`src/rtl/soc_bus_fabric.sv`:
```
// -----------------------------------------------------------------------------
// soc_bus_fabric
//   Address decoder / response mux between a core's instruction bus (I-bus,
//   read-only) and data bus (D-bus), plus a small GPIO register block that
//   lives directly on the D-bus. The two buses are fully independent.
//
//   I-bus windows : RAM, ROM          D-bus windows : RAM, GPIO
//   Any access outside the windows of its bus completes one cycle after it is
//   sampled, with rdata = 0 and no side effects.
//
// Ports
//   clk, rst_n                     clock (rising edge), async active-low reset
//   im_* / dm_*                    master side: bstart, addr, (ttype), tsize,
//                                  (wdata) in; rdata, bdone out
//   d_ram_*, i_ram_*, i_rom_*      slave side: ss and forwarded controls out,
//                                  bdone / rdata in
//   gpio_in                        pin inputs (asynchronous to clk)
//   gpio_out, gpio_oe              OUT and DIR registers
//
// GPIO map (word offsets): 0x0 OUT rw, 0x4 IN ro, 0x8 DIR rw, 0xC reads 0.
// -----------------------------------------------------------------------------
module soc_bus_fabric #(
   parameter logic [31:0] RAM_BASE  = 32'h0000_0000,
   parameter logic [31:0] RAM_SIZE  = 32'h0000_4000,
   parameter logic [31:0] ROM_BASE  = 32'h2000_0000,
   parameter logic [31:0] ROM_SIZE  = 32'h0000_1000,
   parameter logic [31:0] GPIO_BASE = 32'h1000_0000,
   parameter logic [31:0] GPIO_SIZE = 32'h0000_0010
) (
   input  logic        clk,
   input  logic        rst_n,
   // I-bus master
   input  logic        im_bstart,
   input  logic [31:0] im_addr,
   input  logic [1:0]  im_tsize,
   output logic [31:0] im_rdata,
   output logic        im_bdone,
   // D-bus master
   input  logic        dm_bstart,
   input  logic [31:0] dm_addr,
   input  logic        dm_ttype,
   input  logic [1:0]  dm_tsize,
   input  logic [31:0] dm_wdata,
   output logic [31:0] dm_rdata,
   output logic        dm_bdone,
   // slave selects
   output logic        d_ram_ss,
   output logic        i_ram_ss,
   output logic        i_rom_ss,
   // slave responses
   input  logic        d_ram_bdone,
   input  logic [31:0] d_ram_rdata,
   input  logic        i_ram_bdone,
   input  logic [31:0] i_ram_rdata,
   input  logic        i_rom_bdone,
   input  logic [31:0] i_rom_rdata,
   // forwarded master controls
   output logic [31:0] d_ram_addr,
   output logic        d_ram_ttype,
   output logic [1:0]  d_ram_tsize,
   output logic [31:0] d_ram_wdata,
   output logic [31:0] i_ram_addr,
   output logic [1:0]  i_ram_tsize,
   output logic [31:0] i_rom_addr,
   output logic [1:0]  i_rom_tsize,
   // GPIO pins
   input  logic [31:0] gpio_in,
   output logic [31:0] gpio_out,
   output logic [31:0] gpio_oe
);

   // Window hit: base <= addr < base + size, written to avoid overflow at the
   // top of the address space.
   function automatic logic win_hit(input logic [31:0] addr,
                                    input logic [31:0] base,
                                    input logic [31:0] size);
      return (addr >= base) && ((addr - base) < size);
   endfunction

   // Byte-lane mask for a lane-aligned write of the given size.
   function automatic logic [31:0] lane_mask(input logic [1:0] tsize,
                                             input logic [1:0] a);
      logic [31:0] m;
      case (tsize)
         2'd0:    m = 32'h0000_00FF << {a, 3'b000};
         2'd1:    m = a[1] ? 32'hFFFF_0000 : 32'h0000_FFFF;
         default: m = '1;
      endcase
      return m;
   endfunction

   // ---------------------------------------------------------------- decode
   logic d_ram_hit, d_gpio_hit, i_ram_hit, i_rom_hit;
   logic d_gpio_sel, d_unm_sel, i_unm_sel;

   always_comb begin
      d_ram_hit  = win_hit(dm_addr, RAM_BASE, RAM_SIZE);
      // RAM takes priority so at most one D-bus select is ever active
      d_gpio_hit = win_hit(dm_addr, GPIO_BASE, GPIO_SIZE) && !d_ram_hit;
      i_ram_hit  = win_hit(im_addr, RAM_BASE, RAM_SIZE);
      i_rom_hit  = win_hit(im_addr, ROM_BASE, ROM_SIZE) && !i_ram_hit;
   end

   // Selects are gated by rst_n so they drop immediately on reset.
   assign d_ram_ss   = rst_n & dm_bstart & d_ram_hit;
   assign d_gpio_sel = rst_n & dm_bstart & d_gpio_hit;
   assign d_unm_sel  = rst_n & dm_bstart & !d_ram_hit & !d_gpio_hit;
   assign i_ram_ss   = rst_n & im_bstart & i_ram_hit;
   assign i_rom_ss   = rst_n & im_bstart & i_rom_hit;
   assign i_unm_sel  = rst_n & im_bstart & !i_ram_hit & !i_rom_hit;

   assign d_ram_addr  = dm_addr;
   assign d_ram_ttype = dm_ttype;
   assign d_ram_tsize = dm_tsize;
   assign d_ram_wdata = dm_wdata;
   assign i_ram_addr  = im_addr;
   assign i_ram_tsize = im_tsize;
   assign i_rom_addr  = im_addr;
   assign i_rom_tsize = im_tsize;

   // ------------------------------------------------- local response flags
   // A held request is accepted once; the done flag suppresses re-acceptance
   // on the edge that closes the bdone cycle, while bstart is still held.
   logic d_gpio_done_q, d_unm_done_q, i_unm_done_q;
   logic d_busy, d_gpio_acc, d_unm_acc, i_unm_acc;

   assign d_busy     = d_gpio_done_q | d_unm_done_q;
   assign d_gpio_acc = d_gpio_sel & !d_busy;
   assign d_unm_acc  = d_unm_sel & !d_busy;
   assign i_unm_acc  = i_unm_sel & !i_unm_done_q;

   always_ff @(posedge clk or negedge rst_n) begin
      if (!rst_n) begin
         d_gpio_done_q <= 1'b0;
         d_unm_done_q  <= 1'b0;
         i_unm_done_q  <= 1'b0;
      end else begin
         d_gpio_done_q <= d_gpio_acc;
         d_unm_done_q  <= d_unm_acc;
         i_unm_done_q  <= i_unm_acc;
      end
   end

   // ------------------------------------------------------------ GPIO block
   logic [31:0] out_q, dir_q, sync1_q, sync2_q, gpio_rdata_q;
   logic [31:0] wmask, gpio_rd;
   logic [1:0]  gpio_word;

   assign gpio_word = 2'((dm_addr - GPIO_BASE) >> 2);
   assign wmask     = lane_mask(dm_tsize, dm_addr[1:0]);

   always_comb begin
      gpio_rd = '0;
      case (gpio_word)
         2'd0:    gpio_rd = out_q;
         2'd1:    gpio_rd = sync2_q;
         2'd2:    gpio_rd = dir_q;
         default: gpio_rd = '0;
      endcase
   end

   always_ff @(posedge clk or negedge rst_n) begin
      if (!rst_n) begin
         sync1_q <= '0;
         sync2_q <= '0;
      end else begin
         sync1_q <= gpio_in;
         sync2_q <= sync1_q;
      end
   end

   always_ff @(posedge clk or negedge rst_n) begin
      if (!rst_n) begin
         out_q        <= '0;
         dir_q        <= '0;
         gpio_rdata_q <= '0;
      end else if (d_gpio_acc) begin
         if (dm_ttype) begin
            gpio_rdata_q <= '0;
            case (gpio_word)
               2'd0:    out_q <= (out_q & ~wmask) | (dm_wdata & wmask);
               2'd2:    dir_q <= (dir_q & ~wmask) | (dm_wdata & wmask);
               default: ;
            endcase
         end else begin
            gpio_rdata_q <= gpio_rd;
         end
      end
   end

   assign gpio_out = out_q;
   assign gpio_oe  = dir_q;

   // --------------------------------------------------------- response mux
   always_comb begin
      dm_bdone = 1'b0;
      dm_rdata = '0;
      if (d_ram_ss) begin
         dm_bdone = d_ram_bdone;
         dm_rdata = d_ram_rdata;
      end else if (d_gpio_done_q) begin
         dm_bdone = 1'b1;
         dm_rdata = gpio_rdata_q;
      end else if (d_unm_done_q) begin
         dm_bdone = 1'b1;
      end
   end

   always_comb begin
      im_bdone = 1'b0;
      im_rdata = '0;
      if (i_ram_ss) begin
         im_bdone = i_ram_bdone;
         im_rdata = i_ram_rdata;
      end else if (i_rom_ss) begin
         im_bdone = i_rom_bdone;
         im_rdata = i_rom_rdata;
      end else if (i_unm_done_q) begin
         im_bdone = 1'b1;
      end
   end

endmodule

```
`config.mk`:
```
export PLATFORM = sky130hd
export DESIGN_NAME = soc_bus_fabric
export DESIGN_NICKNAME = d
export VERILOG_FILES = /design/src/rtl/soc_bus_fabric.sv
export SDC_FILE = /design/constraint.sdc
export NUM_CORES = 1
export LEC_CHECK = 0
export CAP_MARGIN = 40
export CORE_AREA = 2 2 197 199
export DETAILED_ROUTE_END_ITERATION = 12
export DIE_AREA = 0 0 199 201
export SYNTH_ARGS = -nofsm -noshare
export SYNTH_HDL_FRONTEND = slang
export SYNTH_SLANG_ARGS = --single-unit
```
`constraint.sdc`:
```
create_clock -name clk -period 5.6 [get_ports clk]
set_clock_uncertainty 0.2 [all_clocks]
set_input_delay 1.12 -clock clk [delete_from_list [all_inputs] [get_ports clk]]
set_output_delay 1.12 -clock clk [all_outputs]
set_load 0.05 [all_outputs]
```
==> impl_metrics.sql, run 1 <==
INSERT INTO impl_metrics (metric_group, metric, value, unit) VALUES
('timing', 'setup_total_negative_slack', '0', 'ps'),
('timing', 'rsz0062_at_grt', 'no', ''),
('setup_path', 'crit_startpoint', 'im_addr[28]', ''),
('floorplan', 'top_level_ports', '504', ''),
('route', 'route.detailed.vias_per_inst', '4.22', ''),
('cells_and_area', 'layout_commonest_cell', 'sky130_fd_sc_hd__clkdlybuf4s50_1', ''),
('cells_and_area', 'seq_area', '4080', 'um2'),
('route', 'drtIter0Drc', '247', ''),
('clock_network', 'cts_root_buffer', 'sky130_fd_sc_hd__clkbuf_16', ''),
('yosys', 'yosysTopAreaCell', 'sky130_fd_sc_hd__dfrtp_1', ''),
('timing', 'timing.final.crit_period', '4980', 'ps'),
('yosys', 'synth.net_count', '971', ''),
('setup_path', 'timing.critical_path.fanout_max', '33', ''),
('floorplan', 'fp.dieArea', '40000', 'um2'),
('route', 'drcViolationCount', '0', ''),
('yosys', 'synth_async_sr_flop_share', '1.00', ''),
('yosys', 'post_synth_main_area_contributors', 'sky130_fd_sc_hd__dfrtp_1 48%, sky130_fd_sc_hd__buf_4 12%, sky130_fd_sc_hd__mux2_2 12%, sky130_fd_sc_hd__mux2i_1 7.6%, sky130_fd_sc_hd__a22o_1 3.3%', ''),
('place', 'gp_congestion', '0.833', ''),
('route', 'firstDrtPassIters', '4', ''),
('cells_and_area', 'mostFrequentLayoutCells', '388 x sky130_fd_sc_hd__clkdlybuf4s50_1, 162 x sky130_fd_sc_hd__dfrtp_1, 89 x sky130_fd_sc_hd__mux2_2, 68 x sky130_fd_sc_hd__buf_12, 65 x sky130_fd_sc_hd__mux2i_1', ''),
('route', 'ant_nets', '0', ''),
('floorplan', 'core', '38100', 'um2'),
('grt', 'vias_in_the_first_global_route', '6993', ''),
('floorplan', 'placement_row_count', '72', ''),
('clock_network', 'clockBufferDepth', '2', ''),
('place', 'port_buffers', '461', ''),
('setup_path', 'timing.rr.start', 'd_gpio_done_q', ''),
('setup_path', 'critPathRequiredTime', '4280', 'ps'),
('outcome', 'run_status', 'finished, final reports clean', ''),
('yosys', 'avgSynthCellArea', '11.6', 'um2'),
('grt', 'grt_overflow', '0', ''),
('route', 'detail_route.wl_per_cell', '20.4', 'um'),
('grt', 'groute.usage.overall', '0.159', ''),
('yosys', 'synth_cell_type_count', '38', ''),
('clock_network', 'cts.htree.levels', '4', ''),
('clock_network', 'cts.repair_timing.setup_buffer_count', '0', ''),
('grt', 'grt_max_degree', '61', ''),
('setup_path', 'critPathCaptureType', 'output port', ''),
('setup_path', 'cp_data_arrival_time', '3660', 'ps'),
('timing', 'slew-limit-headroom', '0.415', ''),
('grt', 'grt_first_pass_wirelength', '46300', 'um'),
('setup_path', 'critical_path.max_stage_delay', '480', 'ps'),
('power_and_ir_drop', 'power_frac_seq', '0.407', ''),
('setup_path', 'critPathSlowestCell', 'sky130_fd_sc_hd__inv_2', ''),
('floorplan', 'die_h', '201', 'um'),
('clock_network', 'clock_input_transition_at_the_sequential_cells_of_the_worst_setup_and_hold_paths', '70', 'ps'),
('power_and_ir_drop', 'p_leak', '6.26', 'nW'),
('power_and_ir_drop', 'swShare', '0.282', ''),
('yosys', 'yosysTopAreaCellShare', '0.480', ''),
('min_path', 'timing.hold.worst.class', 'flip-flop to flip-flop', ''),
('route', 'finalWirelength', '32500', 'um'),
('cells_and_area', 'antenna-diode-count', '0', ''),
('setup_path', 'timing_worst_setup_path_type', 'primary input to output port', ''),
('setup_path', 'setup.worst_path.start_class', 'primary input', ''),
('timing', 'report.final.hold_viol_count', '0', ''),
('timing', 'worst-slew-pin-transition', '872', 'ps'),
('clock_network', 'cts_hold_fix_bufs', '0', ''),
('setup_path', 'worst-r2r-setup-slack', '2570', 'ps'),
('yosys', 'syn_area', '8510', 'um2'),
('yosys', 'postSynth.topFlopCell', 'sky130_fd_sc_hd__dfrtp_1', ''),
('timing', 'maxClockFrequency', '0.201', 'GHz'),
('yosys', 'yosysWarningCount', '0', ''),
('clock_network', 'tritoncts_clock_tree', 'yes', ''),
('cells_and_area', 'final_core_utilization', '0.370', ''),
('cells_and_area', 'layout-drive-gt1-share', '0.229', ''),
('power_and_ir_drop', 'switchingPower', '836', 'uW'),
('cells_and_area', 'number_of_inserted_filler_cells_in_the_final_layout', '3726', ''),
('setup_path', 'timing.reg2reg.worst_path_depth', '4', ''),
('timing', 'slew_viol_final', '0', ''),
('place', 'dp.final_hpwl', '25300', 'um'),
('yosys', 'synth_enable_flop_cells', '0', '');
[critical path, delay by kind of cell]
family	cells	cell delay (ps)
AOI/OAI and AO/OA	1	320
buffers and inverters	3	1080
and+or+nand+nor	3	1120
[power groups by stage]
stage	registers (mW)	clock network, mW	logic, mW
after detailed placement	1.23	0	0.521
final	1.21	1.24	0.517
after floorplan	1.23	0	0.319
after CTS	1.21	1.29	0.523
after global routing	1.21	1.33	0.543
after global placement	1.23	0	0.516
[through the flow]
stage               hold slack (ps)  instances  setup slack, ps  power [mW]
floorplan                       131        734             1040        1.55
CTS                             142       1594              671        3.02
global placement                132       1554              718        1.75
finish                          143       1594              620        2.97
detailed placement              135       1562              657        1.75
global route                    153       1594              439        3.08
[final cells by class]
| cell class | count | area share |
|---|---|---|
| Clock inverter | 13 | 0.0117 |
| Timing Repair Buffer | 482 | 0.390 |
| Multi-Input combinational cell | 360 | 0.220 |
| Inverter | 39 | 0.0104 |
| Clock buffer | 19 | 0.0322 |
| Sequential cell | 163 | 0.290 |
| Tap cell | 518 | 0.0460 |
[synthesized netlist by cell type (6+ instances only)]
cell type	number
sky130_fd_sc_hd__clkbuf_1	21
sky130_fd_sc_hd__mux2_1	7
sky130_fd_sc_hd__buf_4	138
sky130_fd_sc_hd__a2bb2oi_1	21
sky130_fd_sc_hd__or2_2	13
sky130_fd_sc_hd__inv_1	38
sky130_fd_sc_hd__a21oi_1	16
sky130_fd_sc_hd__buf_2	8
sky130_fd_sc_hd__nand2_1	45
sky130_fd_sc_hd__nor4_4	8
sky130_fd_sc_hd__mux2_2	89
sky130_fd_sc_hd__nor2_1	24
sky130_fd_sc_hd__or3_1	6
sky130_fd_sc_hd__nor4_1	10
sky130_fd_sc_hd__dfrtp_1	163
sky130_fd_sc_hd__mux2i_1	65
sky130_fd_sc_hd__a22o_1	32
[kinds of logic after synthesis]
family,synth area share
AOI/OAI and AO/OA,0.0699
xor gates and xnor gates,0.00103
adders and majority gates,0.00147
buffers and inverters,0.158
DFF,0.480
muxes,0.204
and+or+nand+nor,0.0866
[how the worst min path moves through the flow]
stage                           start     endpoint  slack (ps)
after floorplan            sync1_q[0]   sync2_q[0]         130
after global placement    sync1_q[25]  sync2_q[25]         130
after detailed placement  sync1_q[14]  sync2_q[14]         130
after CTS                 sync1_q[11]  sync2_q[11]         140
after global routing      sync1_q[14]  sync2_q[14]         150
final                     sync1_q[11]  sync2_q[11]         140
[metal layers]
metal,vias up,part of all wire,track usage
li1,3052,-,-
met1,3360,0.42,0.201
met2,279,0.49,0.269
met4,4,0.020,0.0480
met3,34,0.065,0.0380
met5,-,0.00068,0
(Power assumes the default switching activity.)
==> run 2, diff against run 1 <==
==> constraint.sdc (replaced) <==
create_clock -name clk -period 5.6 [get_ports clk]
set_clock_uncertainty 0.2 [all_clocks]
set_input_delay 0.56 -clock clk [delete_from_list [all_inputs] [get_ports clk]]
set_output_delay 0.56 -clock clk [all_outputs]
set_load 0.05 [all_outputs]
==> impl_metrics.sql, run 2 (synthesized netlist as in run 1, its figures left out) <==
INSERT INTO impl_metrics (metric_group, metric, value, unit) VALUES
('grt', 'vias_in_the_first_global_route', '6942', ''),
('route', 'detailroute.wirelength.met3', '2040', 'um'),
('timing', 'setup_total_negative_slack', '0', 'ps'),
('floorplan', 'die_x', '199', 'um'),
('floorplan', 'placement_row_count', '72', ''),
('setup_path', 'timing_worst_setup_path_type', 'primary input to output port', ''),
('setup_path', 'timing.reg2reg.worst_path_depth', '4', ''),
('setup_path', 'worst-r2r-setup-slack', '2820', 'ps'),
('place', 'dp.final_hpwl', '24400', 'um'),
('route', 'met2RoutedLength', '15000', 'um'),
('setup_path', 'worst_path_cell_chain', 'dlygate4sd3_1 > buf_6 > nand2_1 > or2_2 > or3_1 > inv_2 > a22o_1 > clkdlybuf4s50_1', ''),
('cells_and_area', 'final_cells', '1594', ''),
('timing', 'worst-slew-pin-transition', '850', 'ps'),
('floorplan', 'fp.dieArea', '40000', 'um2'),
('route', 'wirelength_met1', '13500', 'um'),
('setup_path', 'critPathSlowestCell', 'sky130_fd_sc_hd__clkdlybuf4s50_1', ''),
('power_and_ir_drop', 'p_leak', '5.96', 'nW'),
('timing', 'final.setup.worst_slack', '852', 'ps'),
('route', 'drcViolationCount', '0', ''),
('cells_and_area', 'layout_commonest_cell', 'sky130_fd_sc_hd__clkdlybuf4s50_1', ''),
('setup_path', 'crit_startpoint', 'rst_n', ''),
('clock_network', 'tritoncts_clock_tree', 'yes', ''),
('clock_network', 'postCtsResizedCells', '0', ''),
('grt', 'grt_overflow', '0', ''),
('setup_path', 'timing.critical_path.fanout_max', '33', ''),
('min_path', 'min_delay_path_depth', '0', ''),
('floorplan', 'core', '38100', 'um2'),
('timing', 'timing.final.crit_period', '4750', 'ps'),
('cells_and_area', 'layout.nets', '1299', ''),
('setup_path', 'timing.rr.start', 'd_unm_done_q', ''),
('clock_network', 'cts_root_buffer', 'sky130_fd_sc_hd__clkbuf_16', ''),
('timing', 'holdWs', '143', 'ps'),
('setup_path', 'critPathCaptureType', 'output port', ''),
('min_path', 'min_delay_worst_endpoint', 'sync2_q[7]', ''),
('power_and_ir_drop', 'irDropWorstVdd', '0.201', 'mV'),
('grt', 'grt_max_degree', '60', ''),
('route', 'drtIter0Drc', '270', ''),
('setup_path', 'setup.worst_path.start_class', 'primary input', ''),
('cells_and_area', 'layout-drive-gt1-share', '0.190', ''),
('power_and_ir_drop', 'p_per_area', '215', 'nW/um2'),
('clock_network', 'cts.htree.levels', '4', ''),
('min_path', 'timing.hold.worst.class', 'flip-flop to flip-flop', ''),
('setup_path', 'critical_path.max_stage_delay', '860', 'ps'),
('clock_network', 'insertion_delay_of_the_later_clocked_pin_in_the_worst_skew_pair', '440', 'ps'),
('timing', 'maxClockFrequency', '0.211', 'GHz'),
('cells_and_area', 'flow.area_growth_from_synthesis', '55.9', '%'),
('setup_path', 'worst-path-buf-inv', '4', ''),
('setup_path', 'cp_data_arrival_time', '3990', 'ps'),
('cells_and_area', 'design_area', '13300', 'um2'),
('grt', 'groute.usage.overall', '0.156', ''),
('timing', 'slew_viol_final', '0', ''),
('floorplan', 'die_h', '201', 'um'),
('clock_network', 'numClockSinks', '163', ''),
('place', 'preCtsSetupSlack', '1030', 'ps'),
('power_and_ir_drop', 'post-layout-total-power', '2.85', 'mW'),
('cells_and_area', 'mostFrequentLayoutCells', '427 x sky130_fd_sc_hd__clkdlybuf4s50_1, 162 x sky130_fd_sc_hd__dfrtp_1, 89 x sky130_fd_sc_hd__mux2_2, 65 x sky130_fd_sc_hd__mux2i_1, 45 x sky130_fd_sc_hd__nand2_1', ''),
('min_path', 'holdCritStartpoint', 'sync1_q[7]', ''),
('timing', 'rsz0062_at_grt', 'no', ''),
('route', 'ant_nets', '0', ''),
('grt', 'antenna_violations_before_repair', '0', ''),
('setup_path', 'crit_family', 'buffers and inverters', ''),
('place', 'place_area', '12700', 'um2'),
('timing', 'report.final.hold_viol_count', '0', ''),
('floorplan', 'top_level_ports', '504', ''),
('route', 'highest-signal-layer', 'met4', ''),
('cells_and_area', 'final_core_utilization', '0.348', ''),
('clock_network', 'clockBufferDepth', '2', ''),
('timing', 'slew-limit-headroom', '0.429', ''),
('clock_network', 'number_of_buffers_created_by_cts', '17', ''),
('clock_network', 'clock_input_transition_at_the_sequential_cells_of_the_worst_setup_and_hold_paths', '70', 'ps'),
('timing', 'final_min_period_over_clock_period', '0.848', ''),
('place', 'gp_congestion', '0.764', ''),
('route', 'firstDrtPassIters', '4', ''),
('run', 'maxCapViolCount', '0', ''),
('floorplan', 'starting_density_of_the_core', '0.223', ''),
('route', 'detail_route.wl_per_cell', '19.7', 'um'),
('grt', 'grt_first_pass_wirelength', '45400', 'um'),
('route', 'route.detailed.vias_per_inst', '4.18', ''),
('route', 'detailroute.via_count', '6665', ''),
('setup_path', 'critPathRequiredTime', '4840', 'ps'),
('place', 'port_buffers', '461', ''),
('outcome', 'run_status', 'finished, final reports clean', ''),
('timing', 'report.final.setup_viol', '0', ''),
('route', 'finalWirelength', '31400', 'um'),
('place', 'placed_cells', '1560', '');
## run 2: cell types whose count changed in the layout (fill, tap and decap cells not counted), moves of 2 or more
cell                              change
sky130_fd_sc_hd__buf_12              -67
sky130_fd_sc_hd__buf_16               -2
sky130_fd_sc_hd__buf_4               +26
sky130_fd_sc_hd__buf_6                +2
sky130_fd_sc_hd__bufinv_16            -2
sky130_fd_sc_hd__clkbuf_8             -2
sky130_fd_sc_hd__clkdlybuf4s50_1     +39
sky130_fd_sc_hd__clkinv_4             -2
sky130_fd_sc_hd__inv_8                +2
## run 2: metal layers
layer	track usage	vias up
li1	-	3061
met1	0.198	3299
met3	0.0391	37
met4	0.0536	0
met5	0	-
met2	0.256	268
## run 2: worst max path at each step
stage | to | slack, ps | cells past startpoint
6_report | im_rdata[19] | 850 | 8
3_5_place_dp | im_rdata[19] | 1030 | 7
4_1_cts | im_rdata[19] | 920 | 8
3_3_place_gp | im_rdata[19] | 1100 | 7
5_1_grt | im_rdata[19] | 710 | 8
2_1_floorplan | dm_rdata[10] | 2160 | 6
## run 2: repair_timing
item,4_1_cts,5_1_grt
buffers inserted,0,0
hold buffers,1,0
hold endpoints to repair,21,0
## run 2: area by class of cell
| class | count | area [um2] |
|---|---|---|
| Fill cell | 3807 | 24800 |
| Timing Repair Buffer | 481 | 4710 |
| Sequential cell | 163 | 4080 |
| Multi-Input combinational cell | 360 | 3100 |
| Tap cell | 518 | 648 |
| Clock buffer | 18 | 429 |
| Inverter | 39 | 146 |
| Clock inverter | 14 | 140 |
| Antenna cell | 1 | 2.50 |
## run 2: where the power goes
group	switching, mW	internal (mW)
Combinational	0.280	0.230
Sequential	0.00609	1.20
Clock	0.546	0.591
Total	0.832	2.02
